## config.mk

```make
export PLATFORM = sky130hd
export DESIGN_NAME = data_cache_flat
export DESIGN_NICKNAME = d
export VERILOG_FILES = /design/src/rtl/data_cache_if.sv /design/src/rtl/data_cache.sv /design/src/flat_wrapper.sv
export SDC_FILE = /design/constraint.sdc
export NUM_CORES = 1
export LEC_CHECK = 0
export BUFFER_PORTS_ARGS = -buffer_cell sky130_fd_sc_hd__buf_2
export CELL_PAD_IN_SITES_DETAIL_PLACEMENT = 0
export CELL_PAD_IN_SITES_GLOBAL_PLACEMENT = 1
export CORE_MARGIN = 3
export CORE_UTILIZATION = 49
export CTS_CLUSTER_SIZE = 40
export DETAILED_ROUTE_END_ITERATION = 16
export PLACE_DENSITY = 0.76
export SETUP_SLACK_MARGIN = 0.15
export SLEW_MARGIN = 20
export SYNTH_ARGS = -nofsm -noshare
export SYNTH_HDL_FRONTEND = slang
export SYNTH_SLANG_ARGS = --single-unit
export TNS_END_PERCENT = 1
```

## constraint.sdc

```tcl
create_clock -name CLK -period 3.63 [get_ports CLK]
set_input_delay 0.1815 -clock CLK [delete_from_list [all_inputs] [get_ports CLK]]
set_output_delay 0.1815 -clock CLK [all_outputs]
set_load 0.01 [all_outputs]
```

## src/rtl/data_cache_if.sv

```systemverilog
// CPU-side and memory-side signal bundle for the direct-mapped data cache.
// The slave modport is the cache; the master modport is the surrounding CPU/memory.
interface data_cache_if;
  localparam int unsigned ADDR_W  = 8;
  localparam int unsigned BYTE_W  = 8;
  localparam int unsigned MADDR_W = 6;
  localparam int unsigned BLK_W   = 32;

  logic               READ;
  logic               WRITE;
  logic [ADDR_W-1:0]  ADDRESS;
  logic [BYTE_W-1:0]  WRITEDATA;
  logic [BYTE_W-1:0]  READDATA;
  logic               BUSYWAIT;
  logic               MEM_READ;
  logic               MEM_WRITE;
  logic [MADDR_W-1:0] MEM_ADDRESS;
  logic [BLK_W-1:0]   MEM_WRITEDATA;
  logic [BLK_W-1:0]   MEM_READDATA;
  logic               MEM_BUSYWAIT;

  modport master (
    output READ, WRITE, ADDRESS, WRITEDATA, MEM_READDATA, MEM_BUSYWAIT,
    input  READDATA, BUSYWAIT, MEM_READ, MEM_WRITE, MEM_ADDRESS, MEM_WRITEDATA
  );

  modport slave (
    input  READ, WRITE, ADDRESS, WRITEDATA, MEM_READDATA, MEM_BUSYWAIT,
    output READDATA, BUSYWAIT, MEM_READ, MEM_WRITE, MEM_ADDRESS, MEM_WRITEDATA
  );
endinterface

```

## src/rtl/data_cache.sv

```systemverilog
// Direct-mapped write-back data cache, 8 blocks x 4 bytes, zero-stall hits and a
// write-back/fetch state machine on misses.
module data_cache (
  input logic        CLK,
  input logic        RESET,
  data_cache_if.slave bus
);
  localparam int unsigned N_BLOCKS = 8;
  localparam int unsigned TAG_W    = 3;
  localparam int unsigned IDX_W    = 3;
  localparam int unsigned BLK_W    = 32;

  typedef enum logic [1:0] {S_IDLE, S_MEM_WRITE, S_MEM_READ} state_e;

  state_e              state_q, state_d;
  logic [N_BLOCKS-1:0] valid_q, valid_d;
  logic [N_BLOCKS-1:0] dirty_q, dirty_d;
  logic [TAG_W-1:0]    tag_q  [N_BLOCKS];
  logic [TAG_W-1:0]    tag_d  [N_BLOCKS];
  logic [BLK_W-1:0]    data_q [N_BLOCKS];
  logic [BLK_W-1:0]    data_d [N_BLOCKS];

  logic [IDX_W-1:0] idx;
  logic [TAG_W-1:0] addr_tag;
  logic [4:0]       bit_lo;
  logic             req;
  logic             hit;

  assign idx      = bus.ADDRESS[4:2];
  assign addr_tag = bus.ADDRESS[7:5];
  assign bit_lo   = {bus.ADDRESS[1:0], 3'b000};
  assign req      = bus.READ || bus.WRITE;
  assign hit      = valid_q[idx] && (tag_q[idx] == addr_tag);

  // Next state, array updates and bus outputs; everything is forced quiet while RESET is high.
  always_comb begin
    state_d           = state_q;
    valid_d           = valid_q;
    dirty_d           = dirty_q;
    tag_d             = tag_q;
    data_d            = data_q;
    bus.READDATA      = 8'h00;
    bus.BUSYWAIT      = 1'b0;
    bus.MEM_READ      = 1'b0;
    bus.MEM_WRITE     = 1'b0;
    bus.MEM_ADDRESS   = 6'h00;
    bus.MEM_WRITEDATA = 32'h0;

    if (!RESET) begin
      unique case (state_q)
        S_IDLE: begin
          if (req) begin
            if (hit) begin
              if (bus.WRITE) begin
                data_d[idx][bit_lo +: 8] = bus.WRITEDATA;
                dirty_d[idx]             = 1'b1;
              end else begin
                bus.READDATA = data_q[idx][bit_lo +: 8];
              end
            end else begin
              bus.BUSYWAIT = 1'b1;
              state_d      = (valid_q[idx] && dirty_q[idx]) ? S_MEM_WRITE : S_MEM_READ;
            end
          end
        end
        S_MEM_WRITE: begin
          bus.MEM_WRITE     = 1'b1;
          bus.MEM_ADDRESS   = {tag_q[idx], idx};
          bus.MEM_WRITEDATA = data_q[idx];
          bus.BUSYWAIT      = 1'b1;
          if (!bus.MEM_BUSYWAIT) state_d = S_MEM_READ;
        end
        S_MEM_READ: begin
          bus.MEM_READ    = 1'b1;
          bus.MEM_ADDRESS = {addr_tag, idx};
          bus.BUSYWAIT    = 1'b1;
          if (!bus.MEM_BUSYWAIT) begin
            data_d[idx]  = bus.MEM_READDATA;
            tag_d[idx]   = addr_tag;
            valid_d[idx] = 1'b1;
            dirty_d[idx] = 1'b0;
            state_d      = S_IDLE;
          end
        end
        default: state_d = S_IDLE;
      endcase
    end
  end

  always_ff @(posedge CLK or posedge RESET) begin
    if (RESET) begin
      state_q <= S_IDLE;
      valid_q <= '0;
      dirty_q <= '0;
    end else begin
      state_q <= state_d;
      valid_q <= valid_d;
      dirty_q <= dirty_d;
    end
  end

  // Tag and data arrays carry no reset; validity alone decides whether they are used.
  always_ff @(posedge CLK) begin
    tag_q  <= tag_d;
    data_q <= data_d;
  end
endmodule
```

## src/flat_wrapper.sv

```systemverilog
// flat-port wrapper written by rule: the top's interface ports become plain ports
module data_cache_flat 
  (CLK, RESET, bus_READ, bus_WRITE, bus_ADDRESS, bus_WRITEDATA, bus_MEM_READDATA, bus_MEM_BUSYWAIT, bus_READDATA, bus_BUSYWAIT, bus_MEM_READ, bus_MEM_WRITE, bus_MEM_ADDRESS, bus_MEM_WRITEDATA);
  data_cache_if bus_i ();
  input logic CLK;
  input logic RESET;
  input wire logic [$bits(bus_i.READ)-1:0] bus_READ;
  input wire logic [$bits(bus_i.WRITE)-1:0] bus_WRITE;
  input wire logic [$bits(bus_i.ADDRESS)-1:0] bus_ADDRESS;
  input wire logic [$bits(bus_i.WRITEDATA)-1:0] bus_WRITEDATA;
  input wire logic [$bits(bus_i.MEM_READDATA)-1:0] bus_MEM_READDATA;
  input wire logic [$bits(bus_i.MEM_BUSYWAIT)-1:0] bus_MEM_BUSYWAIT;
  output wire logic [$bits(bus_i.READDATA)-1:0] bus_READDATA;
  output wire logic [$bits(bus_i.BUSYWAIT)-1:0] bus_BUSYWAIT;
  output wire logic [$bits(bus_i.MEM_READ)-1:0] bus_MEM_READ;
  output wire logic [$bits(bus_i.MEM_WRITE)-1:0] bus_MEM_WRITE;
  output wire logic [$bits(bus_i.MEM_ADDRESS)-1:0] bus_MEM_ADDRESS;
  output wire logic [$bits(bus_i.MEM_WRITEDATA)-1:0] bus_MEM_WRITEDATA;
  assign bus_i.READ = bus_READ;
  assign bus_i.WRITE = bus_WRITE;
  assign bus_i.ADDRESS = bus_ADDRESS;
  assign bus_i.WRITEDATA = bus_WRITEDATA;
  assign bus_i.MEM_READDATA = bus_MEM_READDATA;
  assign bus_i.MEM_BUSYWAIT = bus_MEM_BUSYWAIT;
  assign bus_READDATA = bus_i.READDATA;
  assign bus_BUSYWAIT = bus_i.BUSYWAIT;
  assign bus_MEM_READ = bus_i.MEM_READ;
  assign bus_MEM_WRITE = bus_i.MEM_WRITE;
  assign bus_MEM_ADDRESS = bus_i.MEM_ADDRESS;
  assign bus_MEM_WRITEDATA = bus_i.MEM_WRITEDATA;
  data_cache u_core (.CLK(CLK), .RESET(RESET), .bus(bus_i));
endmodule
```

==> Word level (Yosys, flattened, before mapping) <==
Index checks and enable logic that the tools add are counted.
{ "word_totals": {"regBits": 298, "input_bits": 53, "output_inout_bits": 49, "wordCells": 108} }
{ "op_classes": {"addsub": 1, "order_cmp": 4, "n_eq_ne": 9, "shifts": 3, "n_mux": 54, "n_bitwise": 7, "reduce_logical": 11} }
{ "ops": {"columns": ["operator", "count"], "rows": [
  ["$mux 256", 4],
  ["$bwmux 256", 2],
  ["$pmux 256 s2", 1],
  ["$demux 32 s3", 2],
  ["$mux 32", 6],
  ["$bmux 32 s3", 1],
  ["$mux 8", 9],
  ["$shift 8x7->32 const A", 1],
  ["$shiftx 32x6->8", 1],
  ["$shiftx 8x7->32", 1],
  ["$bwmux 24", 1],
  ["$or 8x8->8", 2],
  ["$pmux 8 s2", 1],
  ["$pmux 6 s2", 1],
  ["$mux 1", 10],
  ["$mux 2", 5],
  ["$bmux 3 s3", 1],
  ["$demux 3 s3", 1],
  ["$mux 3", 3],
  ["$and 8x8->8", 1],
  ["$ne 2x2->1 const B", 4],
  ["$not 8->8", 1],
  ["$neg 5->7", 1],
  ["$bmux 1 s3", 2],
  ["22 further kinds", 27]
]} }

==> Depth between registers and ports, before layout <==
Gate-level depths: netlist (run 1).
{ "logic_depth": {"word_depth": 10, "depth_mapped": 10, "depth_no_buf": 8} }

==> Worst setup path before layout (run 1) <==
No wires, ideal clock.
{ "synth_timing": {"kind": "reg-to-reg", "start": "register u_core.state_q[0]", "end": "register u_core.data_q[0] (netlist name) (enable)", "setup_ns": 0.383, "arrival_ns": 2.389, "required_time_ns": 3.247, "slack_ns": 0.858, "path_stages_with_launch": 7, "n_path_buf": 1, "synth_period_minus_slack_ns": 2.772, "path_cell_list": "dfrtp_1 inv_1 ha_1 clkbuf_1 a221oi_1 nand3_1 nor3_1"} }
{ "synth_between": {"elab_chain_len": 3, "elab_cells_between_ends": 8, "cone_classes": "5 x eq/ne; 3 x reduce/logical"} }
{ "synth_rtl": {"columns": ["item", "line", "text"], "rows": [
  ["start: declaration", "data_cache.sv:15", "state_e state_q, state_d;"],
  ["start signal: assignment", "data_cache.sv:96", "state_q <= state_d;"],
  ["$eq 2x2->1 / $logic_not 2->1 (equally long branches)", "data_cache.sv:50", "unique case (state_q)"],
  ["$ne 2x2->1 (no source line), or another cell as far along", null, null],
  ["$reduce_and 6->1 (no source line) *", null, null],
  ["end signal: assignment", "data_cache.sv:105", "data_q <= data_d;"],
  ["end: declaration", "data_cache.sv:20", "logic [BLK_W-1:0] data_q [N_BLOCKS];"]
]} }
Mark *: on every way between the ends. The rest lies on a longest branch, timed or not.
A chain may end at the register's enable or synchronous reset.

==> Worst setup path in the final report (run 1) <==
{ "layout_timing": {"start": "input bus_ADDRESS[3]", "end": "output bus_READDATA[2]"} }
{ "layout_between": {"elab_chain_len": 10, "elab_cells_between_ends": 17, "cone_classes": "1 x eq/ne; 1 x shift; 13 x mux; 1 x bitwise; 1 x reduce/logical"} }
{ "layout_rtl": {"columns": ["item", "line", "text"], "rows": [
  ["start: declaration", "flat_wrapper.sv:9", "input wire logic [$bits(bus_i.ADDRESS)-1:0] bus_ADDRESS;"],
  ["$not 3->4 (not written as such)", "data_cache.sv:33, data_cache.sv:58", null],
  ["$bmux 32 s3 / $bmux 3 s3 (equally long branches)", "data_cache.sv:58, data_cache.sv:33", null],
  ["$mux 32 (not written as such) / $mux 3 (equally long branches) (2 in a row)", "data_cache.sv:58, data_cache.sv:33", null],
  ["$shiftx 32x6->8 / $eq 3x3->1 (equally long branches)", "data_cache.sv:58, data_cache.sv:33", null],
  ["$mux 8 / $logic_and 1x1->1 (equally long branches)", "data_cache.sv:54, data_cache.sv:33", null],
  ["$mux 8 *", "data_cache.sv:53", "if (hit) begin"],
  ["$mux 8 *", "data_cache.sv:52", "if (req) begin"],
  ["$mux 8 *", "data_cache.sv:50", null],
  ["$mux 8 *", "data_cache.sv:49", "if (!RESET) begin"],
  ["end: declaration", "flat_wrapper.sv:13", "output wire logic [$bits(bus_i.READDATA)-1:0] bus_READDATA;"]
]} }
Mark *: on every way between the ends. The rest lies on a longest branch, timed or not. The select of a mux whose other input is x is not followed.

==> results.py, run 1 <==
metrics = {
    "sta": {
        "post-route-min-period_ns": 3.212,
        "worst_pin_slew_ns": 0.9453,
        "setup_viol_count_final": 0,
        "rsz0062_at_grt": "no",
        "maxSlewHeadroom_pct": 36.83,
        "fin_worst_skew_ns": 0.01373,
        "maxSlewViolCount": 0,
        "clock.fmax_mhz": 311.4,
        "hold_slack_ns": 0.02484,
        "fin_crit_sh_pct": 88.47,
        "finalHoldViolCount": 0,
        "setup_slack_ns": 0.4185,
        "timing.setup.tns_ns": 0,
    },
    "worst_setup_path": {
        "critPathRequiredTime_ns": 3.45,
        "worstSetupStartpointType": "primary input",
        "criticalPathCategory": "in2out",
        "cp.arrival_ns": 3.03,
        "endpoint_kind": "output port",
        "crit_fanout": 31,
        "r2r_cells": 7,
    },
    "synth": {
        "synth_top_family_by_area": "simple AND/OR/NAND/NOR gates",
        "syn_nets": 1214,
        "synth.top_cell.area_share_pct": 59.47,
        "ys_ff_latch": 298,
        "synth_top_cell_by_area": "edfxtp_1",
        "synth_area_leaders": "edfxtp_1 (59%), nor2_1 (8.8%), mux4_2 (4.1%)",
        "avgSynthCellArea_um2": 12.27,
        "synth.distinct_cells": 57,
        "synth_enable_flop_cells": 280,
        "yosysMostFrequentCell": "nor2_1",
        "synthAdderAreaFrac_pct": 0.7965,
        "ys.flop_type": "edfxtp_1",
        "synth-compound-area-share_pct": 8.965,
        "muxShareOfSynthArea_pct": 9.257,
        "synth_common_cells": "nor2_1 (333), edfxtp_1 (280), a22oi_1 (58)",
        "synthSimpleGateAreaFrac_pct": 14.73,
        "ys_async_sr_fraction_pct": 6.040,
        "synthCells": 1152,
        "yosysSeqAreaShare_pct": 62.65,
        "yosys_warnings": 0,
        "syn_area_mm2": 0.01414,
        "synth-xor-area-share_pct": 0.2301,
    },
    "placement": {
        "gp_congestion": 0.8862,
        "dp_hpwl_um": 31070,
        "place_ws_ns": 0.4883,
        "port_buffers": 101,
    },
    "power_and_ir_drop": {
        "powerDensity_mw_per_mm2": 552.4,
        "leakagePower_nw": 6.198,
        "peakVddDrop_uv": 286.2,
    },
    "clock_tree": {
        "clkTransAtPathRegs_ns": 0.06,
        "cts_buffers": 34,
        "root_buffer": "clkbuf_16",
        "cts_tree": "yes",
        "cts_sinks": 298,
        "clock_tree.buffer_depth": 3,
        "h-tree-depth": 2,
        "clk_latency_ns": 0.50,
    },
    "grt": {
        "antenna_found_initial": 0,
        "grt_pass1_wl_um": 66530,
        "track_usage_pct": 29.44,
        "grt_pass1_vias": 10280,
        "grt-ovfl-total": 0,
        "grt_start_max_net_pins": 41,
    },
    "routing": {
        "drc": 0,
        "drt-total-wl_um": 45580,
        "drt_first_iter_violations": 1257,
        "drt-pass1-iter-count": 8,
        "wire_per_inst_um": 26.89,
        "vias_per_cell": 6.188,
        "antenna_left": 0,
        "vias": 10490,
    },
    "finish": {
        "layout.nets": 1355,
        "antenna_cells": 0,
        "drive_gt1_share_pct": 23.31,
        "area_delta_synth_final_pct": 16.44,
    },
    "die": {
        "fp.dieW_um": 175.9,
        "die_h_um": 175.9,
        "die_area_mm2": 0.03093,
        "core_mm2": 0.02809,
        "pin_count": 102,
        "rows": 61,
        "start_util_pct": 50.34,
    },
    "min_path": {
        "whs_path_depth": 1,
        "hold_path.class": "in2reg",
    },
    "run": {
        "max-cap-violations": 0,
    },
    "outcome": {
        "outcome": "finished clean",
    },
}
-- cells by family after synthesis --
| kind of cell | Yosys count |
|---|---|
| AND/OR/NAND/NOR | 484 |
| adder cells (fa/ha/maj) | 9 |
| XOR/XNOR | 2 |
| multiplexers | 93 |
| buffers and inverters | 95 |
| flip-flops | 298 |
| AO/OA/AOI/OAI | 171 |
-- registers in the layout, indices dropped and copies added, names as in the netlist, named ones only --
signal	cells
u_core.valid_q	8
u_core.state_q	2
u_core.data_q	256
u_core.tag_q	24
-- area by class of cell --
type | instances | area, um^2
Clock buffer | 51 | 1018
Clock inverter | 9 | 68.82
Fill cell | 2369 | 11620
Inverter | 12 | 45.04
Multi-Input combinational cell | 759 | 4818
Sequential cell | 298 | 8859
Tap cell | 378 | 473.0
Timing Repair Buffer | 188 | 1181
-- timing repair --
item | CTS | global route
endpoints found under the hold margin | 18 | 0
hold buffers | 1 | 0
setup buffers | 0 | 0
resized for setup | 0 | 0
-- worst max-delay path: stages --
cell	delay, ns
buf_4	0.35
buf_4	0.43
nor2b_1	0.61
a221oi_1	0.19
a21oi_1	0.19
nor2_1	0.15
mux4_2	0.54
nor3_1	0.16
buf_2	0.17
-- path summary, 6_finish.rpt --
kind                       slack (ns)              start           endpoint
max                              0.42     bus_ADDRESS[3]    bus_READDATA[2]
max reg2reg                      0.68  u_core.state_q[0]  u_core.data_q[12]
min reg2reg                      0.46  u_core.valid_q[2]  u_core.valid_q[2]
max in group asynchronous        3.07              RESET  u_core.valid_q[7]
min                              0.02     bus_ADDRESS[6]   u_core.tag_q[10]
min in group asynchronous        0.31              RESET  u_core.state_q[1]
-- cell usage in the layout, fill, tap and decap left out, types with 13 or more instances in the layout --
master / synthesis / layout
a21oi_1: 16 / 16
a221oi_1: 21 / 21
a22oi_1: 58 / 58
buf_2: 14 / 98
buf_4: 12 / 88
clkbuf_16: 0 / 37
dfrtp_1: 18 / 18
edfxtp_1: 280 / 280
mux2_2: 25 / 25
mux2i_1: 40 / 40
mux4_2: 26 / 26
nand2_1: 37 / 37
nor2_1: 333 / 333
nor3_1: 44 / 44
nor3b_1: 13 / 13
o21ai_0: 16 / 16
o22ai_1: 16 / 16
-- metal layers --
layer | global-route usage (%) | vias up | part of all wire, %
met3 | 6.788 | 94 | 11
met4 | 10.79 | 0 | 3.9
met5 | 0 | - | 0
met2 | 46.10 | 603 | 46
li1 | - | 4571 | -
met1 | 40.54 | 5221 | 39
-- power breakdown --
| part | switching (mW) | internal (mW) |
|---|---|---|
| clock network | 1.31 | 2.01 |
| registers | 0.0472 | 3.88 |
| logic | 1.31 | 0.538 |
| total | 2.67 | 6.42 |
-- per-stage QoR --
stage               utilization (%)  area [um^2]  cells  power (mW)
CTS                           58.59        16460   1695       9.077
detailed placement            54.69        15360   1634       5.798
global route                  58.62        16460   1695       9.400
finish                        58.62        16460   1695       9.095
global placement              54.69        15360   1634       5.780
floorplan                         -        14140   1152       5.077
Note: power is estimated with default switching activity, not from simulation.
==> run 2, diff against run 1 <==
--- a/config.mk
+++ b/config.mk
@@ -8,11 +8,11 @@
 export BUFFER_PORTS_ARGS = -buffer_cell sky130_fd_sc_hd__buf_2
 export CELL_PAD_IN_SITES_DETAIL_PLACEMENT = 0
 export CELL_PAD_IN_SITES_GLOBAL_PLACEMENT = 1
-export CORE_MARGIN = 3
+export CORE_MARGIN = 2
 export CORE_UTILIZATION = 49
 export CTS_CLUSTER_SIZE = 40
 export DETAILED_ROUTE_END_ITERATION = 16
-export PLACE_DENSITY = 0.76
+export PLACE_DENSITY_LB_ADDON = 0.1
 export SETUP_SLACK_MARGIN = 0.15
 export SLEW_MARGIN = 20
 export SYNTH_ARGS = -nofsm -noshare
==> results.py, run 2 (synthesized netlist as in run 1, its figures left out) <==
metrics = {
    "outcome": {
        "outcome": "finished clean",
    },
    "clock_tree": {
        "post_cts_buffers": 0,
        "cts_buffers": 31,
        "clk_latency_ns": 0.57,
        "ctsResizeCount": 0,
        "root_buffer": "clkbuf_16",
        "cts_tree": "yes",
        "cts_hold_buf": 4,
        "clkTransAtPathRegs_ns": 0.07,
        "cts_sinks": 298,
        "clock_tree.buffer_depth": 3,
        "h-tree-depth": 1,
    },
    "sta": {
        "fin_worst_skew_ns": 0.02232,
        "rsz0062_at_grt": "no",
        "clock.fmax_mhz": 326.7,
        "setup_slack_ns": 0.5690,
        "maxSlewHeadroom_pct": 28.77,
        "maxSlewViolCount": 0,
        "post-route-min-period_ns": 3.061,
        "hold_slack_ns": 0.1332,
        "timing.setup.tns_ns": 0,
        "fin_crit_sh_pct": 84.33,
        "finalHoldViolCount": 0,
        "worst_pin_slew_ns": 1.069,
        "setup_viol_count_final": 0,
    },
    "routing": {
        "antenna_left": 0,
        "vias_per_cell": 6.181,
        "wire_per_inst_um": 27.43,
        "drt-total-wl_um": 46610,
        "drt_first_iter_violations": 1174,
        "drt-pass1-iter-count": 5,
        "drc": 0,
        "vias": 10500,
    },
    "die": {
        "die_area_mm2": 0.03023,
        "fp.dieW_um": 173.9,
        "pin_count": 102,
        "core_mm2": 0.02855,
        "start_util_pct": 49.53,
        "rows": 62,
        "die_h_um": 173.9,
    },
    "run": {
        "max-cap-violations": 0,
    },
    "placement": {
        "port_buffers": 101,
        "place_area_mm2": 0.01534,
        "gp_congestion": 0.9500,
        "dp_hpwl_um": 31990,
        "place_ws_ns": 0.5931,
    },
    "worst_setup_path": {
        "endpoint_kind": "output port",
        "worstSetupStartpointType": "primary input",
        "slowest_delay_ns": 0.52,
        "path_cells": "buf_4 -> buf_4 -> nor2b_1 -> a221oi_1 -> a21oi_1 -> nor2_1 -> mux4_2 -> nor3_1 -> buf_2",
        "cp.arrival_ns": 2.88,
        "critPathRequiredTime_ns": 3.45,
        "crit_path_frequent_cell": "buf_4",
        "crit_path_top_delay_cell": "nor2b_1",
        "criticalPathCategory": "in2out",
        "crit_fanout": 25,
    },
    "finish": {
        "antenna_cells": 0,
        "largest-register": "u_core.data_q",
        "final_common_cell": "nor2_1",
        "layout.nets": 1352,
        "final_cell_mix": "nor2_1 (333), edfxtp_1 (280), buf_2 (98)",
        "final_cell_area_mm2": 0.01647,
        "area_delta_synth_final_pct": 16.50,
        "largest_reg_flops": 256,
        "largestRegisters": "u_core.data_q: 256 flops, u_core.tag_q: 24 flops, u_core.valid_q: 8 flops",
        "drive_gt1_share_pct": 23.27,
    },
    "grt": {
        "antenna_found_initial": 0,
        "grt-ovfl-total": 0,
        "grt_start_max_net_pins": 45,
        "grt_pass1_vias": 10350,
        "track_usage_pct": 30.88,
        "grt_pass1_wl_um": 68430,
    },
    "power_and_ir_drop": {
        "peakVddDrop_uv": 497.5,
        "powerDensity_mw_per_mm2": 557.8,
        "leakagePower_nw": 6.204,
    },
    "min_path": {
        "hold_path.class": "in2reg",
    },
}
## run 2: metrics by stage
stage	cells	total power [mW]	utilization [%]
finish	1699	9.187	57.70
global route	1699	9.470	57.70
CTS	1699	9.185	57.70
detailed placement	1637	5.805	53.75
global placement	1637	5.788	53.75
floorplan	1152	5.077	-
## run 2: critical path: cells and delay by family
family / cells / cell delay (ns)
simple gates: 3 / 0.85
buf+inv: 3 / 0.97
compound gates: 2 / 0.34
mux: 1 / 0.50
## run 2: final timing paths
check,start,end,slack (ns),cells past startpoint
setup reg to reg,u_core.state_q[0],u_core.data_q[2],0.84,7
setup / recovery,bus_ADDRESS[3],bus_READDATA[2],0.57,9
hold reg to reg,u_core.valid_q[1],u_core.valid_q[1],0.46,1
max in group asynchronous,RESET,u_core.valid_q[6],3.14,4
hold / removal,bus_MEM_READDATA[10],u_core.data_q[202],0.13,3
min in group asynchronous,RESET,async pin,0.23,4
## run 2: routing by layer
metal,up-vias,GRT usage (%),wire length [um]
li1,4556,-,-
met1,5256,42.55,18650
met2,583,49.40,21920
met3,107,5.658,4219
met4,0,11.27,1815
met5,-,0,0
## run 2: report_power, final
part           switching (mW)  internal, mW
combinational            1.31         0.535
sequential             0.0493          3.88
clock                    1.35          2.06
total                    2.71          6.47
## run 2: final cells by class
type	instances	area, um^2
fillers	2466	12080
multi-input cells	759	4812
clock inverters	23	295.3
well taps	384	480.5
inverters	12	45.04
repair buffers	188	1189
flip-flops and latches	298	8859
clock buffers	35	790.8
